===== config.mk =====
export PLATFORM = sky130hd
export DESIGN_NAME = countdown_timer
export DESIGN_NICKNAME = d
export VERILOG_FILES = /design/src/rtl/countdown_timer.sv
export SDC_FILE = /design/constraint.sdc
export NUM_CORES = 1
export LEC_CHECK = 0
export CAP_MARGIN = 40
export CORE_ASPECT_RATIO = 0.7
export CORE_MARGIN = 2
export CORE_UTILIZATION = 58
export DETAILED_ROUTE_END_ITERATION = 8
export GPL_ROUTABILITY_DRIVEN = 0
export GPL_TIMING_DRIVEN = 0
export PLACE_DENSITY = 0.89
export SYNTH_ARGS = -nofsm -noshare
export SYNTH_HDL_FRONTEND = slang
export SYNTH_SLANG_ARGS = --single-unit

===== constraint.sdc =====
create_clock -name clk -period 9.8 [get_ports clk]
set_clock_uncertainty 0.1 [all_clocks]
set_input_delay 0.98 -clock clk [delete_from_list [all_inputs] [get_ports clk]]
set_output_delay 0.98 -clock clk [all_outputs]
set_load 0.03 [all_outputs]

===== src/rtl/countdown_timer.sv =====
// Loadable down-counter with one-shot / auto-reload modes, pause/resume and a
// registered single-cycle expiry pulse. The decrement is a half-subtractor ripple.
module countdown_timer #(
  parameter int DATA_WIDTH = 16
) (
  input  logic                  clk,
  input  logic                  rst_n,
  input  logic                  load,
  input  logic [DATA_WIDTH-1:0] load_value,
  input  logic                  start,
  input  logic                  stop,
  input  logic                  auto_reload,
  output logic [DATA_WIDTH-1:0] count,
  output logic                  busy,
  output logic                  expire,
  output logic                  borrow
);

  typedef enum logic [1:0] {
    IDLE   = 2'd0,
    RUN    = 2'd1,
    PAUSED = 2'd2
  } state_t;

  localparam logic [DATA_WIDTH-1:0] ONE = DATA_WIDTH'(1);

  state_t                  state_q;
  logic [DATA_WIDTH-1:0]   reload_q;
  logic [DATA_WIDTH-1:0]   count_q;
  logic                    busy_q;
  logic                    expire_q;

  logic [DATA_WIDTH-1:0]   reload_d;
  logic [DATA_WIDTH-1:0]   count_dec;
  logic                    at_terminal;

  // A start coinciding with load must see the value being written this cycle.
  assign reload_d    = load ? load_value : reload_q;
  assign at_terminal = (count_q == ONE);

  // count - 1 as a borrow chain; the final borrow-out is never needed because
  // RUN never decrements from zero.
  always_comb begin
    logic b;
    b         = 1'b1;
    count_dec = '0;
    for (int i = 0; i < DATA_WIDTH; i++) begin
      count_dec[i] = count_q[i] ^ b;
      b            = b & ~count_q[i];
    end
  end

  always_ff @(posedge clk or negedge rst_n) begin
    if (!rst_n) begin
      state_q  <= IDLE;
      reload_q <= '0;
      count_q  <= '0;
      busy_q   <= 1'b0;
      expire_q <= 1'b0;
    end else begin
      expire_q <= 1'b0;
      reload_q <= reload_d;
      case (state_q)
        IDLE: begin
          if (load) begin
            count_q <= load_value;
          end
          // stop outranks start, so a simultaneous stop suppresses the start.
          if (start && !stop) begin
            if (reload_d != '0) begin
              state_q <= RUN;
              busy_q  <= 1'b1;
              count_q <= reload_d;
            end else begin
              count_q  <= '0;
              expire_q <= 1'b1;
            end
          end
        end

        RUN: begin
          if (at_terminal) begin
            expire_q <= 1'b1;
            // The terminal reload uses the register value, not a same-cycle load.
            if (auto_reload && (reload_q != '0)) begin
              count_q <= reload_q;
              if (stop) begin
                state_q <= PAUSED;
              end
            end else begin
              count_q <= '0;
              state_q <= IDLE;
              busy_q  <= 1'b0;
            end
          end else if (stop) begin
            state_q <= PAUSED;
          end else begin
            count_q <= count_dec;
          end
        end

        PAUSED: begin
          if (stop) begin
            state_q <= IDLE;
            busy_q  <= 1'b0;
          end else if (start) begin
            state_q <= RUN;
          end
        end

        default: begin
          state_q <= IDLE;
          busy_q  <= 1'b0;
        end
      endcase
    end
  end

  assign count  = count_q;
  assign busy   = busy_q;
  assign expire = expire_q;
  assign borrow = (count_q == '0);

endmodule

Yosys cells after proc, flatten, opt, wreduce, memory -nomap -nowiden
Index checks and enable logic that the tools add are counted.
Word-level totals
  register bits after elaboration: 36
  output and inout bits: 19
  logic and storage cells: 97
Cells by class
  equal/unequal tests: 11
  muxes and demuxes: 26
  bitwise logic cells: 44
  reductions and logical operators: 11
Operator list (count)
  two-way mux 16 bit: 7
  case mux 16 bit (2 select lines): 1
  nonzero test 16 bit: 2
  equality test 16 x 1 -> 1 bit, second input constant: 1
  zero test 16 bit: 1
  NOT 1 bit: 15
  XOR 1 bit: 15
  bitwise AND 1 bit: 14
  two-way mux 2 bit: 7
  != test 2 bit, second input constant: 5
  != test 3 bit, second input constant: 3
  two-way mux 1 bit: 8
  case mux 2 bit (3 select lines): 1
  AND reduction 3 bit: 2
  AND reduction 5 bit: 1
  case mux 1 bit (3 select lines): 1
  equality test 2 x 1 -> 1 bit, second input constant: 1
  equality test 2 bit, second input constant: 1
  logical AND 1 bit: 2
  zero test 2 bit: 1
  case mux 1 bit (2 select lines): 1
  nonzero test 2 bit: 1
  zero test 1 bit: 1

Longest topological paths before layout
Gate-level depths: netlist of the first run.
  depth in word-level cells: 19
  depth in mapped cells: 19
  gate-level depth less buffers: 19

Least setup slack after synthesis of the first run
No wires, ideal clock.
  path kind: register to register
  from: register count_q[0] (netlist: count[0])
  to: register count_q[14] (netlist: count[14])
  setup time: 0.125 ns
  data arrival time: 3.645 ns
  required time: 9.575 ns
  slack: 5.930 ns
  stages on the path, launching flop included: 20
  path buffers: 0
  cell sequence: dfrtp_1 > inv_1 > ha_1 > ha_1 > ha_1 > ha_1 > ha_1 > ha_1 > ha_1 > ha_1 > ha_1 > ha_1 > ha_1 > ha_1 > ha_1 > ha_1 > nor2_1 > a32oi_1 > o21ai_1 > mux2_4
On the way
  longest elaborated chain between the ends: 18
  elaborated cells between the ends (all ways): 21
  classes of those cells: eq/ne: 2; mux: 3; bitwise: 15; reduce/logical: 1
Ends and longest elaborated chain
  start, declared: line 29  | logic [DATA_WIDTH-1:0] count_q;
  start signal, assigned: line 66  | count_q <= load_value;
  start signal, assigned: line 73  | count_q <= reload_d;
  start signal, assigned: line 86  | count_q <= reload_q;
  NOT 1 bit: line 49  | b = b & ~count_q[i];
  bitwise AND 1 bit (13 in a row): line 49
  XOR 1 bit: line 48  | count_dec[i] = count_q[i] ^ b;
  two-way mux 16 bit: line 95  | end else if (stop) begin
  two-way mux 16 bit: line 82  | if (at_terminal) begin
  case mux 16 bit (2 select lines): line 63  | case (state_q)
Parallel ways exist; a longest one is shown, timed or not. The select of a mux whose other input is x is not followed.
A chain may end at the register's enable or synchronous reset.

Worst setup path in the final report of the first run
Ends and elaborated chain as after synthesis.

==> qor.yml, run 1 <==
yosysWarnings: 0
port_buffers: 40
worst_pin_slew_ns: 0.827
final_area_um2: 3020
cp-start-kind: "flop"
drv_slew: 0
initial_core_util: 0.618
final_cell_mix: "39 x clkdlybuf4s50_1, 36 x dfrtp_1, 19 x nor2_1"
rsz0062_at_grt: "false"
cp_cell_sequence: "inv_1, ha_1, ha_1, ha_1, ha_1, ha_1, ha_1, ha_1, ha_1, ha_1, ha_1, ha_1, ha_1, ha_1, ha_1, nor2_1, a32oi_1, o21ai_1, mux2_4"
std_cell_rows: 19
syn_to_final_growth_pct: 22.4
synth-edff-count: 0
diodes: 0
drt-initial-drc-count: 274
crit_path_top_delay_cell: "dfrtp_1"
dp_hpwl_um: 4850
numCtsBuffers: 5
drtPass1Iterations: 5
syn_inst: 255
wl_um: 6750
syn_area_um2: 2470
hold_end: "busy$_DFFE_PN0P_"
peakVddDrop_uv: 146
grt_pass1_wl_um: 11000
post_cts_buffers: 0
placed_area_um2: 2930
hold_class: "reg -> reg"
clockRootBuffer: "clkbuf_8"
ys_ff_latch: 36
clock_path_buffers: 2
power_density_nw_per_um2: 179
dr_total_vias: 2291
route.detailed.drc: 0
layout_commonest_cell: "clkdlybuf4s50_1"
cp_slowest_stage_delay_ns: 0.43
p_total_mw: 0.542
synth.avg_cell_area_um2: 9.68
required_ns: 9.89
overflow: 0
leakagePower_nw: 1.28
routedWlPerCell_um: 19.0
setup_viol: 0
wl_met3_um: 762
fin_nets: 339
reg2regPathDepth: 19
viasPerCell: 6.45
syn_nets: 292
maxCapViolCount: 0
grtUsageTotal: 0.306
cts-htree-levels: 2
cts_tree: "built"
layout-drive-gt1-share: 0.165
hp-start: "busy$_DFFE_PN0P_"
period_minus_slack_ns: 3.98
clkLatencyLatePin_ns: 0.30
setup_tns_ns: 0
wl_met1_um: 2850
route.met2.wl_um: 2970
seq_area_frac_synth: 0.365
die_h_um: 58.6
r2r-start: "count[0]$_DFFE_PN0P_"
holdWs_ns: 0.406
whs_path_depth: 1
status: "finished, final reports clean"
hold_viol: 0
synth_flop_cell: "dfrtp_1"
antenna_found_initial: 0
grt_start_max_net_pins: 37
endpoint_kind: "flop"
fill_cells: 276
die_area_um2: 4800
cts_sinks: 36
cp_common_cell: "ha_1"
r2r_setup_slack_ns: 5.82
io_pins: 41
grt_pass1_vias: 2192
routed.top_layer: "met4"
cp.arrival_ns: 4.07
die_w_um: 82.0
fmax_ghz: 0.251
slew_headroom: 0.449
cp_max_fo: 5
ctsResizeCount: 0
cts.clk_slew.worst_paths_ns: 0.08
crit_type: "reg -> reg"
yosysUniqueCellTypes: 37
core-area_um2: 3990
drtAntennaViolNets: 0
worst_r2r_endpoint: "count[14]$_DFFE_PN0P_"
post-route-period-util: 0.406
cts_hold_buf: 0
synth_async_sr_flop_share: 1.00
-- kinds of logic after synthesis --
group,Yosys count,synth area share
AOI/OAI and AO/OA,55,0.165
adders and majority gates,15,0.0760
buffers and inverters,35,0.0649
DFF,36,0.365
muxes,33,0.155
and+or+nand+nor,81,0.174
-- cell type report --
cell class,instances,area [um^2],area share
plain buffers,17,92.6,0.0306
clock buffers,6,82.6,0.0273
clock inverters,2,10.0,0.00331
inverters,18,67.6,0.0224
multi-input cells,184,1410,0.466
flip-flops and latches,36,901,0.298
well taps,52,65.1,0.0215
repair buffers,40,395,0.131
-- sequential cells by signal (all words and copies together), names as in the netlist --
name	cells
count	16
reload_q	16
expire	1
busy	1
state_q	2
-- worst max-delay path, delay by kind of cell (launching register included) --
family | cells | cell delay, ns
fa+ha+maj | 14 | 2.72
flops | 1 | 0.43
mux | 1 | 0.28
compound gates | 2 | 0.23
buf+inv | 1 | 0.06
simple gates | 1 | 0.04
-- power by group --
part           internal (mW)  total (mW)  leakage (nW)  switching, mW
Combinational          0.100       0.222         0.800          0.122
Sequential             0.175       0.207         0.434         0.0320
Clock                 0.0562       0.113        0.0510         0.0570
-- cells in the mapped netlist (3+ instances only) --
| cell type | n | area (um^2) |
|---|---|---|
| nor2b_1 | 3 | 18.8 |
| o21a_1 | 11 | 82.6 |
| a21oi_1 | 3 | 15.0 |
| a22oi_1 | 13 | 97.6 |
| a211oi_1 | 3 | 22.5 |
| nor3_1 | 3 | 15.0 |
| nor4_2 | 3 | 37.5 |
| nor2_1 | 19 | 71.3 |
| dfrtp_1 | 36 | 901 |
| ha_1 | 15 | 188 |
| nand3_1 | 17 | 85.1 |
| buf_2 | 5 | 25.0 |
| buf_6 | 3 | 33.8 |
| clkbuf_1 | 9 | 33.8 |
| nand2_1 | 17 | 63.8 |
| mux2_1 | 12 | 135 |
| mux2i_1 | 3 | 30.0 |
| o21ai_1 | 8 | 40.0 |
| mux2_2 | 14 | 158 |
| o21ai_2 | 9 | 78.8 |
| mux2_4 | 4 | 60.1 |
| inv_1 | 18 | 67.6 |
| nor4_1 | 7 | 43.8 |
-- routing by layer --
layer  track usage  vias up
li1              -     1031
met1         0.449     1062
met2         0.458      173
met3        0.0598       25
met4        0.0952        0
met5             0        -
-- stage by stage --
stage | setup WS [ns] | instances | utilization
CTS | 5.83 | 355 | 0.757
global route | 5.59 | 355 | 0.757
global placement | 5.94 | 347 | 0.735
detailed placement | 5.87 | 347 | 0.733
finish | 5.82 | 355 | 0.757
floorplan | 5.93 | 255 | -
-- how the worst max path moves through the flow --
stage	start	to	slack (ns)	depth (start not counted)
final	count[0]$_DFFE_PN0P_	count[14]$_DFFE_PN0P_	5.82	19
after global routing	count[0]$_DFFE_PN0P_	count[14]$_DFFE_PN0P_	5.59	19
after CTS	count[0]$_DFFE_PN0P_	count[14]$_DFFE_PN0P_	5.83	19
after detailed placement	count[0]$_DFFE_PN0P_	count[14]$_DFFE_PN0P_	5.87	19
after global placement	count[0]$_DFFE_PN0P_	count[14]$_DFFE_PN0P_	5.94	19
after floorplan	count[0]$_DFFE_PN0P_	count[14]$_DFFE_PN0P_	5.93	19
(Power assumes the default switching activity.)
==> run 2, diff against run 1 <==
--- a/config.mk
+++ b/config.mk
@@ -8,11 +8,11 @@
 export CAP_MARGIN = 40
 export CORE_ASPECT_RATIO = 0.7
 export CORE_MARGIN = 2
-export CORE_UTILIZATION = 58
+export CORE_UTILIZATION = 54
 export DETAILED_ROUTE_END_ITERATION = 8
 export GPL_ROUTABILITY_DRIVEN = 0
 export GPL_TIMING_DRIVEN = 0
-export PLACE_DENSITY = 0.89
+export PLACE_DENSITY = 0.84
 export SYNTH_ARGS = -nofsm -noshare
 export SYNTH_HDL_FRONTEND = slang
 export SYNTH_SLANG_ARGS = --single-unit
==> constraint.sdc (replaced) <==
create_clock -name clk -period 3.75 [get_ports clk]
set_clock_uncertainty 0.1 [all_clocks]
set_input_delay 0.375 -clock clk [delete_from_list [all_inputs] [get_ports clk]]
set_output_delay 0.375 -clock clk [all_outputs]
set_load 0.03 [all_outputs]
==> run 2 against run 1 <==
Worst setup slack worse by 5.7 ns. Wire length decreased by 6.2%. First-iteration DRC count decreased by 52%. Final area up 2.2%. Critical path type unchanged. Largest power group unchanged.
==> qor.yml, run 2 (synthesis gave the netlist of run 1 again) <==
dr_total_vias: 2177
die_h_um: 60.6
cp.arrival_ns: 3.74
cts_tree: "built"
post-route-period-util: 0.975
rsz0062_at_grt: "false"
setup_viol: 0
cp-start-kind: "flop"
routedWlPerCell_um: 17.6
syn_to_final_growth_pct: 25.1
r2r-start: "count[0]$_DFFE_PN0P_"
final_area_um2: 3090
fin_ws_ns: 0.0955
required_ns: 3.83
cts-htree-levels: 2
placed_area_um2: 2940
leakagePower_nw: 1.27
drt-initial-drc-count: 131
grtUsageTotal: 0.262
grt_start_max_net_pins: 37
viasPerCell: 6.05
dp_slack_ns: -0.133
maxCapViolCount: 0
worst_pin_slew_ns: 0.794
route.detailed.drc: 0
std_cell_rows: 20
initial_core_util: 0.564
core-area_um2: 4380
numCtsBuffers: 5
dp_hpwl_um: 4810
overflow: 0
io_pins: 41
die_w_um: 84.8
hold_viol: 0
hold_class: "in -> async"
power_density_nw_per_um2: 461
drv_slew: 0
clock_path_buffers: 2
fmax_ghz: 0.274
slew_headroom: 0.470
period_minus_slack_ns: 3.65
cts_sinks: 36
clkLatencyLatePin_ns: 0.30
port_buffers: 40
startpoint: "count[0]$_DFFE_PN0P_"
crit_type: "reg -> reg"
endpoint_kind: "flop"
cts.clk_slew.worst_paths_ns: 0.07
antenna_found_initial: 0
holdWs_ns: 0.0600
drtPass1Iterations: 5
setup_tns_ns: 0
wl_um: 6330
cp_max_fo: 2
peakVddDrop_uv: 380
grt_pass1_wl_um: 10200
clockRootBuffer: "clkbuf_8"
layout-drive-gt1-share: 0.213
fin_nets: 341
layout_commonest_cell: "clkdlybuf4s50_1"
drtAntennaViolNets: 0
diodes: 0
final_cell_mix: "39 x clkdlybuf4s50_1, 34 x dfrtp_1, 19 x nor2_1"
die_area_um2: 5140
grt_pass1_vias: 2115
status: "finished, final reports clean"
==> run 2: layout make-up <==
type	instances	area, um^2
well taps	55	68.8
inverters	18	67.6
multi-input cells	184	1460
plain buffers	17	92.6
flip-flops and latches	36	903
fillers	336	1290
clock buffers	8	90.1
repair buffers	42	410
==> run 2: layer usage <==
layer	up-vias	share of wire	track usage	wire, um
met2	97	0.46	0.432	2880
met3	11	0.081	0.0707	513
met1	1041	0.45	0.348	2840
met5	-	0	0	0
li1	1028	-	-	-
met4	0	0.014	0.0748	90
==> run 2: stage by stage <==
stage,std cells,utilization,power (mW)
after floorplan,255,-,0.902
after global placement,350,0.672,1.11
after detailed placement,350,0.671,1.12
after CTS,360,0.698,1.42
after global routing,360,0.705,1.51
final,360,0.705,1.42
==> run 2: worst paths after layout <==
check | depth (start not counted) | slack, ns | endpoint
setup reg to reg | 19 | 0.1 | count[14]$_DFFE_PN0P_
hold / removal | 1 | 0.06 | reload_q[13]$_DFF_PN0_
hold reg to reg | 1 | 0.41 | busy$_DFFE_PN0P_
min in group clk | 1 | 0.41 | busy$_DFFE_PN0P_
max in group asynchronous | 1 | 2.94 | count[1]$_DFFE_PN0P_
setup / recovery | 19 | 0.1 | count[14]$_DFFE_PN0P_
==> run 2: power by group <==
group	switching [mW]	internal, mW	total, mW
clock network	0.138	0.150	0.288
registers	0.0817	0.459	0.540
logic	0.320	0.277	0.596
total	0.540	0.885	1.42
==> run 2: timing repair <==
item                                    in CTS  in global routing
pin swaps                                    1                  2
setup buffers                                2                  0
endpoints found under the setup margin       1                  1
hold buffers                                 0                  0
cloned                                       0                  0
gates resized for setup                      6                  5
hold endpoints to repair                     0                  0
==> run 2: worst max-delay path, stage by stage, from the launching register on <==
cell	delay, ns
dfrtp_2	0.37
inv_2	0.03
ha_2	0.18
ha_2	0.17
ha_2	0.16
ha_1	0.18
ha_1	0.18
ha_2	0.19
ha_4	0.16
ha_2	0.16
ha_2	0.17
ha_2	0.16
ha_1	0.18
ha_2	0.17
ha_2	0.18
ha_4	0.25
nor2_1	0.04
a32oi_1	0.14
o21ai_1	0.10
mux2_4	0.28
